File: src/rtl/can_rx_bit_sampler_if.sv
// Bus-side signals of the CAN receive bit sampler.
// The master side is the frame logic (it drives the raw line and the
// destuff enable and consumes the strobes); the slave side is the sampler.
interface can_rx_bit_sampler_if;
  logic can_rx;
  logic destuff_en;
  logic bit_valid;
  logic bit_value;
  logic sof;
  logic stuff_error;
  logic bus_idle;

  modport master (
    output can_rx,
    output destuff_en,
    input  bit_valid,
    input  bit_value,
    input  sof,
    input  stuff_error,
    input  bus_idle
  );

  modport slave (
    input  can_rx,
    input  destuff_en,
    output bit_valid,
    output bit_value,
    output sof,
    output stuff_error,
    output bus_idle
  );
endinterface

File: src/rtl/can_rx_bit_sampler.sv
// CAN receive bit sampler: synchronises the raw line, locks bit timing
// (hard sync on SOF, resync on recessive-to-dominant edges), takes a
// 3-sample majority at the sample point, removes stuff bits and reports
// stuff violations and bus idle.
module can_rx_bit_sampler #(
  parameter int CLKS_PER_BIT = 16,
  parameter int SAMPLE_POINT = 11,
  parameter int IDLE_BITS    = 11
) (
  input logic                  clk,
  input logic                  reset,
  can_rx_bit_sampler_if.slave  bus
);

  localparam int TQ_W  = $clog2(CLKS_PER_BIT);
  localparam int REC_W = $clog2(IDLE_BITS + 1);

  localparam logic [TQ_W-1:0]  TQ_SAMPLE = TQ_W'(SAMPLE_POINT);
  localparam logic [TQ_W-1:0]  TQ_LAST   = TQ_W'(CLKS_PER_BIT - 1);
  localparam logic [REC_W-1:0] REC_IDLE  = REC_W'(IDLE_BITS);
  localparam logic [2:0]       RUN_MAX   = 3'd5;

  typedef enum logic [1:0] {
    WAIT_IDLE,
    IDLE,
    SOF_CHK,
    RUN
  } state_t;

  logic             sync1_q, sync1_d;
  logic             rx_s_q, rx_s_d;
  logic             rx_prev_q, rx_prev_d;
  logic [2:0]       maj_q, maj_d;
  logic [TQ_W-1:0]  tq_cnt_q, tq_cnt_d;
  state_t           state_q, state_d;
  logic [REC_W-1:0] rec_cnt_q, rec_cnt_d;
  logic [2:0]       run_len_q, run_len_d;
  logic             last_bit_q, last_bit_d;
  logic             bit_valid_q, bit_valid_d;
  logic             bit_value_q, bit_value_d;
  logic             sof_q, sof_d;
  logic             stuff_error_q, stuff_error_d;
  logic             bus_idle_q, bus_idle_d;

  logic             falling_edge;
  logic             sample_pt;
  logic             sample_bit;
  logic [REC_W-1:0] rec_after;
  logic [2:0]       run_after;

  // Input path: two-flop synchroniser, edge history and majority window.
  always_comb begin
    sync1_d   = bus.can_rx;
    rx_s_d    = sync1_q;
    rx_prev_d = rx_s_q;
    maj_d     = {maj_q[1:0], rx_s_q};
  end

  // Derived per-cycle terms: edge detect, sample point, voted bit and the
  // counters as they would look if the current sample were accepted.
  always_comb begin
    falling_edge = rx_prev_q & ~rx_s_q;
    sample_pt    = (tq_cnt_q == TQ_SAMPLE);
    sample_bit   = (maj_q[0] & maj_q[1]) | (maj_q[0] & maj_q[2]) | (maj_q[1] & maj_q[2]);
    if (!sample_bit) begin
      rec_after = '0;
    end else if (rec_cnt_q == REC_IDLE) begin
      rec_after = REC_IDLE;
    end else begin
      rec_after = rec_cnt_q + REC_W'(1);
    end
    if (sample_bit != last_bit_q) begin
      run_after = 3'd1;
    end else if (run_len_q == RUN_MAX) begin
      run_after = RUN_MAX;
    end else begin
      run_after = run_len_q + 3'd1;
    end
  end

  // Bit-timing and destuffing FSM: next state, counters and output strobes.
  always_comb begin
    state_d       = state_q;
    tq_cnt_d      = (tq_cnt_q == TQ_LAST) ? '0 : tq_cnt_q + TQ_W'(1);
    rec_cnt_d     = rec_cnt_q;
    run_len_d     = run_len_q;
    last_bit_d    = last_bit_q;
    bit_valid_d   = 1'b0;
    bit_value_d   = bit_value_q;
    sof_d         = 1'b0;
    stuff_error_d = 1'b0;
    bus_idle_d    = bus_idle_q;

    case (state_q)
      WAIT_IDLE: begin
        if (sample_pt) begin
          rec_cnt_d = rec_after;
          if (rec_after == REC_IDLE) begin
            state_d    = IDLE;
            bus_idle_d = 1'b1;
          end
        end
      end

      IDLE: begin
        if (falling_edge) begin
          tq_cnt_d = '0;
          state_d  = SOF_CHK;
        end
      end

      SOF_CHK: begin
        if (sample_pt) begin
          if (!sample_bit) begin
            bit_valid_d = 1'b1;
            bit_value_d = 1'b0;
            sof_d       = 1'b1;
            last_bit_d  = 1'b0;
            run_len_d   = 3'd1;
            rec_cnt_d   = '0;
            bus_idle_d  = 1'b0;
            state_d     = RUN;
          end else begin
            state_d = IDLE;
          end
        end
      end

      RUN: begin
        if (falling_edge && last_bit_q) begin
          tq_cnt_d = '0;
        end
        if (sample_pt) begin
          if (bus.destuff_en && (run_len_q == RUN_MAX) && (sample_bit == last_bit_q)) begin
            stuff_error_d = 1'b1;
            rec_cnt_d     = '0;
            state_d       = WAIT_IDLE;
          end else begin
            if (bus.destuff_en && (run_len_q == RUN_MAX)) begin
              run_len_d = 3'd1;
            end else begin
              bit_valid_d = 1'b1;
              bit_value_d = sample_bit;
              run_len_d   = run_after;
            end
            last_bit_d = sample_bit;
            rec_cnt_d  = rec_after;
            if (rec_after == REC_IDLE) begin
              state_d    = IDLE;
              bus_idle_d = 1'b1;
            end
          end
        end
      end

      default: begin
        state_d = WAIT_IDLE;
      end
    endcase
  end

  // State register with synchronous reset; a reset mid-frame drops the frame.
  always_ff @(posedge clk) begin
    if (reset) begin
      sync1_q       <= 1'b1;
      rx_s_q        <= 1'b1;
      rx_prev_q     <= 1'b1;
      maj_q         <= 3'b111;
      tq_cnt_q      <= '0;
      state_q       <= WAIT_IDLE;
      rec_cnt_q     <= '0;
      run_len_q     <= '0;
      last_bit_q    <= 1'b1;
      bit_valid_q   <= 1'b0;
      bit_value_q   <= 1'b1;
      sof_q         <= 1'b0;
      stuff_error_q <= 1'b0;
      bus_idle_q    <= 1'b0;
    end else begin
      sync1_q       <= sync1_d;
      rx_s_q        <= rx_s_d;
      rx_prev_q     <= rx_prev_d;
      maj_q         <= maj_d;
      tq_cnt_q      <= tq_cnt_d;
      state_q       <= state_d;
      rec_cnt_q     <= rec_cnt_d;
      run_len_q     <= run_len_d;
      last_bit_q    <= last_bit_d;
      bit_valid_q   <= bit_valid_d;
      bit_value_q   <= bit_value_d;
      sof_q         <= sof_d;
      stuff_error_q <= stuff_error_d;
      bus_idle_q    <= bus_idle_d;
    end
  end

  assign bus.bit_valid   = bit_valid_q;
  assign bus.bit_value   = bit_value_q;
  assign bus.sof         = sof_q;
  assign bus.stuff_error = stuff_error_q;
  assign bus.bus_idle    = bus_idle_q;

endmodule
File: src/flat_wrapper.sv
// flat-port wrapper written by rule: the top's interface ports become plain ports
module can_rx_bit_sampler_flat 
#(
  parameter int CLKS_PER_BIT = 16,
  parameter int SAMPLE_POINT = 11,
  parameter int IDLE_BITS    = 11
)
  (clk, reset, bus_can_rx, bus_destuff_en, bus_bit_valid, bus_bit_value, bus_sof, bus_stuff_error, bus_bus_idle);
  can_rx_bit_sampler_if bus_i ();
  input logic clk;
  input logic reset;
  input wire logic [$bits(bus_i.can_rx)-1:0] bus_can_rx;
  input wire logic [$bits(bus_i.destuff_en)-1:0] bus_destuff_en;
  output wire logic [$bits(bus_i.bit_valid)-1:0] bus_bit_valid;
  output wire logic [$bits(bus_i.bit_value)-1:0] bus_bit_value;
  output wire logic [$bits(bus_i.sof)-1:0] bus_sof;
  output wire logic [$bits(bus_i.stuff_error)-1:0] bus_stuff_error;
  output wire logic [$bits(bus_i.bus_idle)-1:0] bus_bus_idle;
  assign bus_i.can_rx = bus_can_rx;
  assign bus_i.destuff_en = bus_destuff_en;
  assign bus_bit_valid = bus_i.bit_valid;
  assign bus_bit_value = bus_i.bit_value;
  assign bus_sof = bus_i.sof;
  assign bus_stuff_error = bus_i.stuff_error;
  assign bus_bus_idle = bus_i.bus_idle;
  can_rx_bit_sampler #(.CLKS_PER_BIT(CLKS_PER_BIT), .SAMPLE_POINT(SAMPLE_POINT), .IDLE_BITS(IDLE_BITS)) u_core (.clk(clk), .reset(reset), .bus(bus_i));
endmodule
File: config.mk
export PLATFORM = sky130hd
export DESIGN_NAME = can_rx_bit_sampler_flat
export DESIGN_NICKNAME = d
export VERILOG_FILES = /design/src/rtl/can_rx_bit_sampler_if.sv /design/src/rtl/can_rx_bit_sampler.sv /design/src/flat_wrapper.sv
export SDC_FILE = /design/constraint.sdc
export NUM_CORES = 1
export LEC_CHECK = 0
export CORE_MARGIN = 5
export CORE_UTILIZATION = 48
export DETAILED_ROUTE_END_ITERATION = 16
export HOLD_SLACK_MARGIN = 0.02
export PLACE_DENSITY = 0.73
export SYNTH_ARGS = -nofsm -noshare
export SYNTH_HDL_FRONTEND = slang
export SYNTH_SLANG_ARGS = --single-unit
File: constraint.sdc
create_clock -name clk -period 1.9 [get_ports clk]
set_input_delay 0.38 -clock clk [delete_from_list [all_inputs] [get_ports clk]]
set_output_delay 0.38 -clock clk [all_outputs]
set_load 0.005 [all_outputs]
Word level (Yosys, flattened, before mapping):

Cells that the tools add are included.

* add/sub/neg operators: 3
* equality and inequality tests: 17
* muxes and demuxes: 49
* bitwise operators: 10
* reductions and logical operators: 13

Operators with widths (number)
* 4-bit two-way mux: 10
* 3-bit two-way mux: 7
* 1-bit two-way mux: 17
* 4-bit == test (second input constant): 4
* 2-bit two-way mux: 7
* 4-bit case mux with 3 select lines: 1
* 6-bit AND reduction: 2
* 5-bit AND reduction: 2
* 4-bit by 1-bit adder with 4-bit output (second input constant): 2
* 2-bit by 1-bit inequality test with 1-bit output (second input constant): 4
* 2-bit case mux with 4 select lines: 1
* 4-bit case mux with 2 select lines: 1
* 2-bit inequality test (second input constant): 3
* 1-bit case mux with 2 select lines: 3
* 3-bit case mux with 2 select lines: 1
* 1-bit bitwise AND: 4
* 2-bit == test (second input constant): 2
* 1-bit inverter: 4
* 4-bit AND reduction: 1
* 3-bit by 1-bit adder with 3-bit output (second input constant): 1
* 3-bit == test (second input constant): 1
* 1-bit logical AND: 3
* 1-bit case mux with 3 select lines: 1
* 3-bit nonzero test: 1
* 8 further kinds: 9

* register bits after elaboration: 25
* bits of input ports: 4
* output and inout bits: 5
* word-level logic and storage cells: 106

Logic depth before layout (Yosys ltp):

* depth in word-level cells: 9
* mapped depth: 6
* depth with buffers taken out: 6

Worst setup path after synthesis:

Ideal clock, no wire load.

* path type: flip-flop to flip-flop
* start point: register u_core.tq_cnt_q[0]
* end point: register u_core.run_len_q[2]
* setup time: 0.074 ns
* arrival: 1.416 ns
* required time: 1.826 ns
* path slack: 0.409 ns
* stages on the path, launching flop included: 7
* buffers on the path: 0
* period minus slack after synthesis: 1.491 ns
* path through: dfxtp_1 -> ha_1 -> nand4b_2 -> nor3b_1 -> a22oi_1 -> or2_0 -> a31oi_1

* longest elaborated chain between the ends: 3
* elaborated cells on any way between the ends: 4
* those cells by class: eq/ne: 3; reduce/logical: 1

Ends and longest elaborated chain
* start: declaration: RTL line can_rx_bit_sampler.sv:34 `logic [TQ_W-1:0] tq_cnt_q, tq_cnt_d;`
* start signal: assignment: RTL line can_rx_bit_sampler.sv:184 `tq_cnt_q <= tq_cnt_d;`
* 4-bit == test (*): RTL line can_rx_bit_sampler.sv:63 `sample_pt = (tq_cnt_q == TQ_SAMPLE);`
* 2-bit by 1-bit inequality test with 1-bit output (no line)
* 5-bit AND reduction (no line) (*)
* end signal: assignment: RTL line can_rx_bit_sampler.sv:187 `run_len_q <= run_len_d;`
* end: declaration: RTL line can_rx_bit_sampler.sv:37 `logic [2:0] run_len_q, run_len_d;`

Mark *: on every way between the ends. The rest lies on a longest branch, timed or not.
A chain may end at the register's enable or synchronous reset.

Worst setup path in the final report:

* start point: register u_core.tq_cnt_q[0]
* end point: register u_core.run_len_q[1]

The elaborated chain is that of the path after synthesis.

==> results.yml <==
sta:
  rsz0062_at_grt: "false"
  whs_ns: 0.426
  fin_crit_ns: 1.65
  setup_viol: 0
  timing.fmax_ghz: 0.606
  worst_pin_slew_ns: 0.509
  final-hold-violation-count: 0
  fin_setup_tns_ns: 0
  period_share_pct: 86.9
  relSlewSlack_pct: 66.0
  drv_slew: 0
  fin_skew_ns: 0.0160
setup_path:
  arrival_ns: 1.90
  ff2ff_setup_slack_ns: 0.25
  r2r_end: "u_core.run_len_q[1]"
  timing.rr.start: "u_core.tq_cnt_q[0]"
  reg2reg_depth: 5
  cp-start-kind: "flop"
  crit_chain: "ha_1 > nand4b_2 > nor3b_2 > a41oi_1 > a311oi_1"
  slowest_delay_ns: 0.40
  cp-startpoint: "u_core.tq_cnt_q[0]"
  endpoint_kind: "flop"
  critical-path-slowest-cell: "dfxtp_1"
  path_class: "flop to flop"
  crit_required_ns: 2.14
  crit_fanout: 6
grt:
  grt_pass1_wl_mm: 3.60
  antenna_found_initial: 0
  grt_util_all_layers_pct: 13.2
  grt_overflow: 0
  grt_max_degree: 17
  grt_pass1_vias: 831
floorplan:
  rows: 17
  floorplan.die_area_um2: 3470
  core-area_um2: 2250
  die-height_um: 58.9
  die_w_um: 58.9
  ios: 9
  initial_utilization_pct: 50.9
clock_network:
  cts_hold_buf: 0
  cts_buffers: 3
  post_cts_buffers: 0
  clk_pin_slew_ns: 0.14
  cts_root_buf: "clkbuf_4"
  cts_tree: "built"
  clk_latency_ns: 0.32
  htreeDepth: 1
  cts_sinks: 24
  cts.path.max_buffers: 2
route:
  drt-total-wl_mm: 2.11
  vias: 959
  firstDrtPassIters: 4
  vias_per_cell: 5.58
  ant_nets: 0
  drt-initial-drc-count: 25
  wl_per_cell_um: 12.3
  drcViolationCount: 0
placement:
  dp_hpwl_mm: 1.56
  gp_congestion: 0.809
  io_buffers: 8
  place_inst: 168
power_and_ir_drop:
  p_per_area_nw_per_um2: 630
  p_leak_nw: 0.475
  vdd_drop_max_uv: 505
job:
  max_cap_viol_count: 0
finish:
  layout_common_cells: "dfxtp_1 (24), a21oi_1 (11), nor2_1 (10), nand2_1 (10), nor3_1 (9)"
  fin_cells: 172
  drive_above_1_share_pct: 12.5
  final_common_cell: "dfxtp_1"
  area.growth.synth_to_final_pct: 14.0
  diodes: 0
  nets: 151
  n_fill_cell: 219
logic_synthesis:
  synth_seq_cells: 24
  async_flop_share_pct: 0
  syn-cell-area_um2: 1150
  seq_area_frac_synth_pct: 41.9
  synth_edf_count: 0
  syn_nets: 139
  synth_warnings: 0
  synth_area_per_cell_um2: 8.63
  yosys.area.top_type: "dfxtp_1"
  synth_top_area_share_pct: 41.9
  synth_cells: 133
  synthTopCellsByArea: "dfxtp_1 (42%), a21oi_1 (4.8%), nor3_1 (3.9%), nor2b_1 (3.8%), nand2_1 (3.3%)"
  synthFlopType: "dfxtp_1"
  synth.distinct_cells: 41
worst_hold_path:
  min-delay-start: "u_core.rx_s_d"
  holdPathEnd: "u_core.rx_prev_d"
  hold-path-cell-count: 1
  hold_path.class: "flop to flop"
status:
  status: "finished clean"
-- worst max path at each step --
stage                                     end  slack (ns)  depth (start not counted)
after floorplan           u_core.run_len_q[2]        0.41                          6
after global placement    u_core.rec_cnt_q[0]        0.07                          6
after detailed placement  u_core.rec_cnt_q[2]        0.03                          6
after CTS                 u_core.run_len_q[2]        0.16                          6
after global routing      u_core.run_len_q[2]        0.02                          6
final                     u_core.run_len_q[1]        0.25                          5
-- synthesized netlist by cell type (all sizes together), types with 3 or more instances --
cell type / instances
nor2: 10
nor2b: 7
or2: 7
buf: 4
nand2: 10
nand2b: 4
nor3: 9
dfxtp: 24
o21ai: 9
inv: 4
o211ai: 3
a21oi: 11
-- flip-flops by register name (all words and copies together) (netlist names), 2 cells and up --
| signal | flops |
|---|---|
| u_core.tq_cnt_q | 4 |
| u_core.maj_q | 3 |
| u_core.run_len_q | 3 |
| u_core.state_q | 2 |
| u_core.rec_cnt_q | 4 |
-- cell type report --
type	count	area [µm²]	share of cell area, %
tap	28	35.0	2.68
sequential	24	480	36.7
clock buffer	4	36.3	2.78
timing repair buffer	12	110	8.42
inverter	4	15.0	1.15
multi-input combinational	100	631	48.2
-- per-layer routing --
metal / up-vias / wire [µm] / global-route usage [%]
li1: 496 / - / -
met1: 437 / 997 / 17.1
met2: 24 / 964 / 22.1
met3: 2 / 136 / 4.17
met4: 0 / 14 / 1.94
met5: - / 0 / 0
-- logic make-up (layout without fill, tap and decap cells) --
| logic type | after synthesis | in the layout | share of synthesized area [%] |
|---|---|---|---|
| simple gates | 60 | 60 | 29.6 |
| compound gates | 34 | 34 | 17.9 |
| flops | 24 | 24 | 41.9 |
| buf+inv | 9 | 20 | 3.60 |
| fa+ha+maj | 3 | 3 | 3.16 |
| xor+xnor | 3 | 3 | 3.93 |
-- critical path, delay by kind of cell (launching register included) --
kind / cells / cell delay, ns
adder cells (fa/ha/maj): 1 / 0.30
AO/OA/AOI/OAI: 2 / 0.41
AND/OR/NAND/NOR: 2 / 0.48
flip-flops: 1 / 0.40
-- where the power goes --
part	switching (mW)	internal (mW)
Combinational	0.0158	0.0178
Clock	0.154	0.117
Sequential	0.00675	0.512
-- repair_timing --
action                     CTS  global route
hold endpoints to repair     0             0
gates resized for setup      0             1
setup endpoints to repair    0             2
-- stage by stage --
step           worst slack [ns]  cell area (µm²)  util, %  power (mW)
3_3_place_gp             0.0673             1270     56.2       0.562
3_5_place_dp             0.0251             1270     56.2       0.564
2_1_floorplan             0.409             1150        -       0.549
4_1_cts                   0.158             1300     57.8       0.831
6_report                  0.249             1310     58.0       0.824
5_1_grt                  0.0209             1310     58.0       0.863
(Power assumes the default switching activity.)
